--- config.mk ---
export PLATFORM = sky130hd
export DESIGN_NAME = led_pwm_ctrl_flat
export DESIGN_NICKNAME = d
export VERILOG_FILES = /design/src/rtl/led_pkg.sv /design/src/rtl/led_pwm_ctrl_if.sv /design/src/rtl/pwm_timebase.sv /design/src/rtl/led_pwm_ctrl.sv /design/src/flat_wrapper.sv
export SDC_FILE = /design/constraint.sdc
export NUM_CORES = 1
export LEC_CHECK = 0
export CORE_UTILIZATION = 40
export CTS_BUF_LIST = sky130_fd_sc_hd__clkbuf_8
export CTS_CLUSTER_DIAMETER = 150
export DETAILED_ROUTE_END_ITERATION = 8
export PLACE_DENSITY_LB_ADDON = 0.15
export SLEW_MARGIN = 20
export SYNTH_ARGS = -nofsm -noshare
export SYNTH_HDL_FRONTEND = slang
export SYNTH_HIERARCHICAL = 1
export SYNTH_SLANG_ARGS = --single-unit
--- constraint.sdc ---
create_clock -name clk -period 1.8 [get_ports clk]
set_input_delay 0.36 -clock clk [delete_from_list [all_inputs] [get_ports clk]]
set_output_delay 0.36 -clock clk [all_outputs]
set_load 0.01 [all_outputs]
--- src/rtl/led_pkg.sv ---
// Shared constants and types for the LED PWM controller and the breathing-pattern generator.
// Contents: default timebase parameters, channel count and channel-index type.
package led_pkg;

    localparam int unsigned PRESC  = 24;    // clk cycles per PWM tick (1 us at 24 MHz)
    localparam int unsigned PERIOD = 1000;  // ticks per PWM period (1 ms)
    localparam int unsigned DW     = 10;    // duty width, 2**DW > PERIOD
    localparam int unsigned NUM_CH = 3;
    localparam int unsigned CH_W   = 2;

    typedef logic [CH_W-1:0] ch_idx_t;

    // Index 3 is accepted on the bus but maps to no channel.
    localparam ch_idx_t CH_RSVD = CH_W'(3);

endpackage

--- src/rtl/led_pwm_ctrl_if.sv ---
// Duty-write channel into the LED PWM controller.
// Signals: duty_valid/duty_ready handshake, duty_ch target channel, duty_val on-time in ticks.
// master: upstream writer; slave: led_pwm_ctrl.
interface led_pwm_ctrl_if #(
    parameter int unsigned DW = led_pkg::DW
);
    import led_pkg::*;

    logic          duty_valid;
    logic          duty_ready;
    ch_idx_t       duty_ch;
    logic [DW-1:0] duty_val;

    modport master (
        output duty_valid,
        output duty_ch,
        output duty_val,
        input  duty_ready
    );

    modport slave (
        input  duty_valid,
        input  duty_ch,
        input  duty_val,
        output duty_ready
    );

endinterface

--- src/rtl/pwm_timebase.sv ---
// PWM timebase: prescaler (pre) and period counter (per) with tick/boundary detection.
// Ports: clk, rst_n (async active-low), run (count enable; low holds both counters at 0),
//        per (registered period position), boundary_c (last clk of the last tick of a period).
module pwm_timebase #(
    parameter int unsigned PRESC  = led_pkg::PRESC,
    parameter int unsigned PERIOD = led_pkg::PERIOD,
    parameter int unsigned DW     = led_pkg::DW
) (
    input  logic          clk,
    input  logic          rst_n,
    input  logic          run,
    output logic [DW-1:0] per,
    output logic          boundary_c
);

    localparam int unsigned PW = (PRESC > 1) ? $clog2(PRESC) : 1;

    logic [PW-1:0] pre;
    logic          tick_c;

    assign tick_c     = run && (pre == PW'(PRESC - 1));
    assign boundary_c = tick_c && (per == DW'(PERIOD - 1));

    // Counters clear whenever run drops so a restart always begins at pre=0, per=0.
    always_ff @(posedge clk or negedge rst_n) begin
        if (!rst_n) begin
            pre <= '0;
            per <= '0;
        end else if (!run) begin
            pre <= '0;
            per <= '0;
        end else begin
            pre <= tick_c ? '0 : pre + PW'(1);
            if (tick_c) begin
                per <= boundary_c ? '0 : per + DW'(1);
            end
        end
    end

endmodule

--- src/rtl/led_pwm_ctrl.sv ---
// Three-channel LED PWM controller with shadow/active duty registers.
// Ports: clk, rst_n (async assert, synchronised release), en (global enable),
//        duty_if (slave duty-write channel), led[2:0] (registered PWM outputs),
//        period_tick (registered one-cycle pulse after each period boundary).
module led_pwm_ctrl #(
    parameter int unsigned PRESC  = led_pkg::PRESC,
    parameter int unsigned PERIOD = led_pkg::PERIOD,
    parameter int unsigned DW     = led_pkg::DW
) (
    input  logic                        clk,
    input  logic                        rst_n,
    input  logic                        en,
    led_pwm_ctrl_if.slave               duty_if,
    output logic [led_pkg::NUM_CH-1:0]  led,
    output logic                        period_tick
);

    import led_pkg::*;

    if (2**DW <= PERIOD) begin : g_dw_check
        $error("led_pwm_ctrl: DW too narrow to hold PERIOD");
    end

    logic [1:0]    rst_sync;
    logic          run_c;
    logic          wr_c;
    logic          boundary_c;
    logic [DW-1:0] per;
    logic [DW-1:0] shadow [NUM_CH];
    logic [DW-1:0] active [NUM_CH];

    // Two-flop release synchroniser; counting starts only once it has propagated.
    always_ff @(posedge clk or negedge rst_n) begin
        if (!rst_n) begin
            rst_sync <= '0;
        end else begin
            rst_sync <= {rst_sync[0], 1'b1};
        end
    end

    assign run_c              = en && rst_sync[1];
    assign duty_if.duty_ready = en;
    assign wr_c               = duty_if.duty_valid && en;

    pwm_timebase #(
        .PRESC  (PRESC),
        .PERIOD (PERIOD),
        .DW     (DW)
    ) u_timebase (
        .clk        (clk),
        .rst_n      (rst_n),
        .run        (run_c),
        .per        (per),
        .boundary_c (boundary_c)
    );

    // Active copies the pre-write shadow, so a write on the boundary edge lands one period later.
    always_ff @(posedge clk or negedge rst_n) begin
        if (!rst_n) begin
            for (int i = 0; i < NUM_CH; i++) begin
                shadow[i] <= '0;
                active[i] <= '0;
            end
        end else begin
            for (int i = 0; i < NUM_CH; i++) begin
                if (boundary_c) begin
                    active[i] <= shadow[i];
                end
                if (wr_c && (duty_if.duty_ch == CH_W'(i))) begin
                    shadow[i] <= duty_if.duty_val;
                end
            end
        end
    end

    // Unsigned compare saturates naturally: active=0 never on, active>=PERIOD always on.
    always_ff @(posedge clk or negedge rst_n) begin
        if (!rst_n) begin
            led         <= '0;
            period_tick <= 1'b0;
        end else begin
            for (int i = 0; i < NUM_CH; i++) begin
                led[i] <= en && (per < active[i]);
            end
            period_tick <= boundary_c;
        end
    end

endmodule

--- src/flat_wrapper.sv ---
// flat-port wrapper written by rule: the top's interface ports become plain ports
module led_pwm_ctrl_flat import led_pkg::*;
#(
    parameter int unsigned PRESC  = led_pkg::PRESC,
    parameter int unsigned PERIOD = led_pkg::PERIOD,
    parameter int unsigned DW     = led_pkg::DW
)
  (clk, rst_n, en, led, period_tick, duty_if_duty_valid, duty_if_duty_ch, duty_if_duty_val, duty_if_duty_ready);
  led_pwm_ctrl_if #(.DW(DW)) duty_if_i ();
  input  logic clk;
  input  logic rst_n;
  input  logic en;
  output logic [led_pkg::NUM_CH-1:0] led;
  output logic period_tick;
  input wire logic [$bits(duty_if_i.duty_valid)-1:0] duty_if_duty_valid;
  input wire logic [$bits(duty_if_i.duty_ch)-1:0] duty_if_duty_ch;
  input wire logic [$bits(duty_if_i.duty_val)-1:0] duty_if_duty_val;
  output wire logic [$bits(duty_if_i.duty_ready)-1:0] duty_if_duty_ready;
  assign duty_if_i.duty_valid = duty_if_duty_valid;
  assign duty_if_i.duty_ch = duty_if_duty_ch;
  assign duty_if_i.duty_val = duty_if_duty_val;
  assign duty_if_duty_ready = duty_if_i.duty_ready;
  led_pwm_ctrl #(.PRESC(PRESC), .PERIOD(PERIOD), .DW(DW)) u_core (.clk(clk), .rst_n(rst_n), .en(en), .duty_if(duty_if_i), .led(led), .period_tick(period_tick));
endmodule
After elaboration in Yosys (flattened, before gate mapping)
Index checks and enable logic that the tools add are counted.

cells by class
  $add $sub $neg = 2
  shifts and indexed selects = 0
  equal/unequal tests = 5
  div/mod/pow operators = 0
  multiplexer cells = 5
  multipliers = 0
  reduce and logical (&&, ||, !) cells = 11
  order comparisons = 3
  bitwise operators = 0

operator list
  cell                                                                      number
  10-bit < comparator                                                       3
  10-bit 2-to-1 mux                                                         3
  10-bit by 1-bit adder with 10-bit output (second input constant)          1
  10-bit == test (second input constant)                                    1
  1-bit logical AND                                                         10
  5-bit 2-to-1 mux                                                          2
  5-bit by 1-bit adder with 5-bit output (second input constant)            1
  5-bit == test (second input constant)                                     1
  2-bit by 1-bit == test with 1-bit output (second input constant)          1
  2-bit == test (second input constant)                                     1
  2-bit logical NOT                                                         1
  2-bit by 1-bit inequality test with 1-bit output (second input constant)  1

word-level totals
  register bits after elaboration = 81
  bits in latches = 0
  bits of input ports = 16
  memories kept = 0
  ROM bits = 0
  RAM bits = 0
  logic and storage cells = 37

Depth between registers and ports, before layout
  depth in word-level cells = 6
  mapped depth = 8

Cells and area by module
The synthesis kept the hierarchy.

by module, submodules not included
  module        area an instance (µm²)  instances  cells each
  led_pwm_ctrl  3,027.9                 1          264
  pwm_timebase  822.0                   1          86

Worst setup path before layout
Ideal clock, no wire load.

  path type = flip-flop to flip-flop
  start = register u_core.u_timebase.per[1]
  end = register u_core/active[24] (netlist name)
  path slack = -21 ps
  stages on the path, launching flop included = 9
  data required time = 1,717 ps
  data arrival time = 1,738 ps
  setup time = 83 ps
  buffers on the path = 2
  clock period less this slack = 1,821 ps
  path through = dfrtp_1 > ha_1 > and4bb_2 > nand3_1 > nor2_1 > buf_2 > clkbuf_1 > nand2_1 > o21ai_0

between the ends
  cells in the longest elaborated chain, start to end = 2

RTL lines
  what                            RTL line            RTL
  start: declaration              pwm_timebase.sv:12  output logic [DW-1:0] per,
  start signal: assignment        pwm_timebase.sv:35  per <= boundary_c ? '0 : per + DW'(1);
  10-bit == test                  pwm_timebase.sv:22  assign boundary_c = tick_c && (per == DW'(PERIOD - 1));
  1-bit logical AND               pwm_timebase.sv:22
  net u_core.boundary_c           led_pwm_ctrl.sv:27  logic boundary_c;
  end signal: indexed assignment  led_pwm_ctrl.sv:67  active[i] <= shadow[i];
  end: declaration                led_pwm_ctrl.sv:30  logic [DW-1:0] active [NUM_CH];

The timed path passes the listed nets, and every way through them passes these cells.
A chain may end at the register's enable or synchronous reset.

Final worst setup path
  start = register u_core.u_timebase.per[0]
  end = register u_core/active[20] (netlist name)

The elaborated chain is that of the path after synthesis.

==> impl_summary.md <==
Die
The floorplan die area is 0.01002 mm2. The initial utilization of the core area, before any placement, comes to 0.4147. The die is 100.1 um wide. From bottom edge to top edge, the die measures 100.1 um. The boundary pin count is 21. The region available for standard cell placement spans 0.009284 mm2. The count of standard-cell rows is 35.

Setup path
The worst register-to-register path begins at u_core/u_timebase/per[0]$_DFFE_PN0P_. The path type of the worst setup path is register to register. The critical path's slowest cell is sky130_fd_sc_hd__dfrtp_1. The worst setup path is launched from a register. The largest single stage delay on the critical path is 360 ps. The source of the critical timing path is u_core/u_timebase/per[0]$_DFFE_PN0P_. STA classifies the critical path endpoint as a register. The worst register-to-register path has a setup slack of about 110 ps. The count of cells along the worst register-to-register path is 5. The critical path goes through ha_1 > and4bb_2 > nand3_1 > nor2_4 > mux2_2. The terminus of the critical flop-to-flop path is u_core/active[20]$_DFFE_PN0P_. The largest fanout on the critical path is 6. The data arrival time of the critical path is 1920 ps. The data required time of the worst path is 2030 ps. The most critical setup path has its endpoint at u_core/active[20]$_DFFE_PN0P_.

Drt
In this run the remaining antenna-violating nets after routing total 0. The final routed DRC violation total is 0. For this block, the initial DRC count from the detailed router was 73. The detailed-router iteration count before antenna repair is 4. The overall routed net length is 7.738 mm. After detailed routing, the average wire length per cell comes to between 10 and 15 um. The mean number of vias per cell is just under 5. The total number of vias is approximately 2600.

Global route
The final global-route overflow total is 0. The initial antenna violation count came to 0. The global-route met2 utilization is 0.2796. In this run the most used layer during global routing was met2. The total routing usage reported by global routing is 0.1729. The maximum number of pins on one net before global-route repair is 38. The met3 demand-to-capacity share in global routing is 0.03969. For met1 alone, demand over resource in global routing was 0.2320. The via count of the first global-routing pass was roughly 2600. The wire length of the first global-routing pass is ~13 mm.

Finish
With fillers left out, the area of the finished cells amounts to roughly 0.0046 mm2. The net count of the finished layout is 438. The share of post-route cells with drive strength above 1 is 0.2010. The number of inserted diodes is 0. The final standard cell count with taps included and fillers excluded is 527. Compared with the post-synthesis result, the final layout area differs by 18.85%.

STA
The final setup skew is 10.49 ps. The setup-violating endpoint count in the final report is 0. The number of failing hold endpoints at the final stage is 0. The worst path meets setup with between 100 and 150 ps of slack.

The timing-limited maximum frequency is 0.5917 GHz. For the final routed database, the setup TNS stands at 0 ps. Setup repair after global routing left no endpoint under its margin. The number of max-slew violations in the final report is 0. In the finished design, the share of the clock period the worst path needs comes to 0.9389. Subtracting the final worst setup slack from the clock period gives 1690 ps.

Clock network
TritonCTS built the clock tree. The H-tree was split into 3 levels. The root buffer selected by CTS is sky130_fd_sc_hd__clkbuf_8. The maximum count of clock buffers along a single path is 2. The number of clock buffers added by TritonCTS is 9. The later pin in the worst-skew pair is clocked with a latency of around 350 ps. The clock transition at the registers of the reported paths is 80 ps. The post-CTS setup buffer count is 0.

CTS saw 81 sinks.

Placed design
After detailed placement, the total cell area comes to 0.004389 mm2. The port buffer count is 20. Once placement completed, the tool counted placed cells totaling 510. Summed over all nets, the half-perimeter wirelength after detailed placement is 5.676 mm. The worst slack at placement is -78.33 ps.

The placer's final routability congestion estimate is 0.7639.

Synth
The unique cell type count in the Yosys netlist is 42. Among all cell types in the netlist, the one instantiated most often is sky130_fd_sc_hd__dfrtp_1. The number of standard cells after synthesis is 350. The cell area after synthesis is 0.003850 mm2. When the netlist entered floorplanning its net count stood at between 300 and 400. The post-synthesis average cell area is 11.00 um2. The share of the yosys chip area belonging to registers is 0.5265. The share of the synthesized area in the top cell type is 0.5265.

The dominant synthesized flop cell is sky130_fd_sc_hd__dfrtp_1. After synthesis, the most frequently instantiated cells are sky130_fd_sc_hd__dfrtp_1 (81), sky130_fd_sc_hd__nand2_1 (41), sky130_fd_sc_hd__o21ai_0 (36). The fraction of registers with async set or reset after synthesis is 1.000.

For this run, the number of Yosys warnings is 6. Counting flops with a built-in enable in the synthesized netlist gives 0. After synthesis, the cell types taking the most area are sky130_fd_sc_hd__dfrtp_1 (53%), sky130_fd_sc_hd__mux2_2 (9.7%), sky130_fd_sc_hd__ha_1 (9.4%). The cell taking the most area after synthesis is sky130_fd_sc_hd__dfrtp_1.

After synthesis the netlist holds a flip-flop and latch count of between 80 and 90.

Pwr
The power per standard cell area is 763.5 mW/mm2. For this design the static power due to leakage is between 2 and 2.5 nW. VDD sags by at most 0.5715 mV.

Of the total power, registers draw 0.586. The share of total power dissipated in the clock network is 0.332. Of the total power, the share spent switching nets is 0.2426. The switching power summed over all nets is 0.8474 mW. The internal power is 2.646 mW.

The share of total power dissipated in combinational logic is 0.083. Power comes to between 3 and 4 mW.

Job
The max-cap check violation count is 0.

Status
The run finished with clean final reports.

Min path
The path class of the tightest hold or removal check is register to register.
-- cell families after synthesis --
logic type | after synthesis | share of synthesized area
XOR/XNOR | 5 | 0.01138
buffers and inverters | 41 | 0.04257
AO/OA/AOI/OAI | 63 | 0.09197
other | 1 | 0.0009740
adder cells (fa/ha/maj) | 29 | 0.09425
flip-flops | 81 | 0.5265
AND/OR/NAND/NOR | 96 | 0.1333
multiplexers | 34 | 0.09912
-- layer usage --
| layer | up-vias | share of wire |
|---|---|---|
| met5 | - | 0 |
| met4 | 0 | 0.0081 |
| met3 | 7 | 0.020 |
| met2 | 22 | 0.48 |
| met1 | 1286 | 0.49 |
| li1 | 1294 | - |
-- per-stage QoR --
stage / util / hold slack, ps
after floorplan: - / 64.41
after global placement: 0.4728 / 306.5
after detailed placement: 0.4728 / 307.0
after CTS: 0.4923 / 355.7
after global routing: 0.4929 / 370.5
final: 0.4929 / 352.4
-- power by group through the flow --
stage	logic [mW]	registers, mW	clock network (mW)
floorplan	0.158	2.06	0
global placement	0.283	2.08	0
detailed placement	0.295	2.09	0
CTS	0.297	2.05	1.20
global route	0.319	2.06	1.28
finish	0.288	2.05	1.16
-- worst min path at each step --
| stage | from | end | cells after the start |
|---|---|---|---|
| 2_1_floorplan | rst_n | u_core/active[0]$_DFFE_PN0P_ | 0 |
| 3_3_place_gp | rst_n | u_core/u_timebase/pre[2]$_DFF_PN0_ | 1 |
| 3_5_place_dp | rst_n | u_core/u_timebase/pre[2]$_DFF_PN0_ | 1 |
| 4_1_cts | u_core/rst_sync[0]$_DFF_PN0_ | u_core/rst_sync[1]$_DFF_PN0_ | 0 |
| 5_1_grt | u_core/rst_sync[0]$_DFF_PN0_ | u_core/rst_sync[1]$_DFF_PN0_ | 0 |
| 6_report | u_core/rst_sync[0]$_DFF_PN0_ | u_core/rst_sync[1]$_DFF_PN0_ | 0 |
-- flip-flops by register name, indices dropped and copies added, names as in the netlist --
name	count
u_core/period_tick	1
u_core/u_timebase/pre	5
u_core/shadow	30
u_core/led	3
u_core/active	30
u_core/u_timebase/per	10
u_core/rst_sync	2
-- worst max-delay path: cells and delay by family (launching register included) --
kind	cells	cell delay [ps]
adder cells (fa/ha/maj)	1	220
multiplexers	1	360
AND/OR/NAND/NOR	3	640
flip-flops	1	360
-- area by class of cell --
type                    count  area (um2)
fillers                   891        4708
repair buffers             42       430.4
multi-input cells         228        1667
inverters                  31       116.4
clock inverters             7       48.80
flip-flops and latches     81        2028
well taps                 129       161.4
clock buffers               9       123.9
-- cell usage in the layout (no fill, tap or decap), drive strengths merged, types with 4 or more instances in the layout --
cell	Yosys	final
dfrtp	81	81
and2	6	6
clkbuf	5	9
a21oi	13	13
clkdlybuf4s50	0	18
ha	29	29
nand2b	4	4
nand3	11	11
nand2	43	43
mux2	33	33
buf	5	22
nand4	7	7
o21ai	36	36
inv	31	32
nor2	8	8
nor3	5	5
-- timing repair --
item                                    CTS  global route
gates resized for setup                   1             3
pin swaps                                 0             0
hold buffers                              1             0
endpoints found under the setup margin    1            17
endpoints found under the hold margin    26             0
No activity file was read; power rests on OpenSTA's default activity.
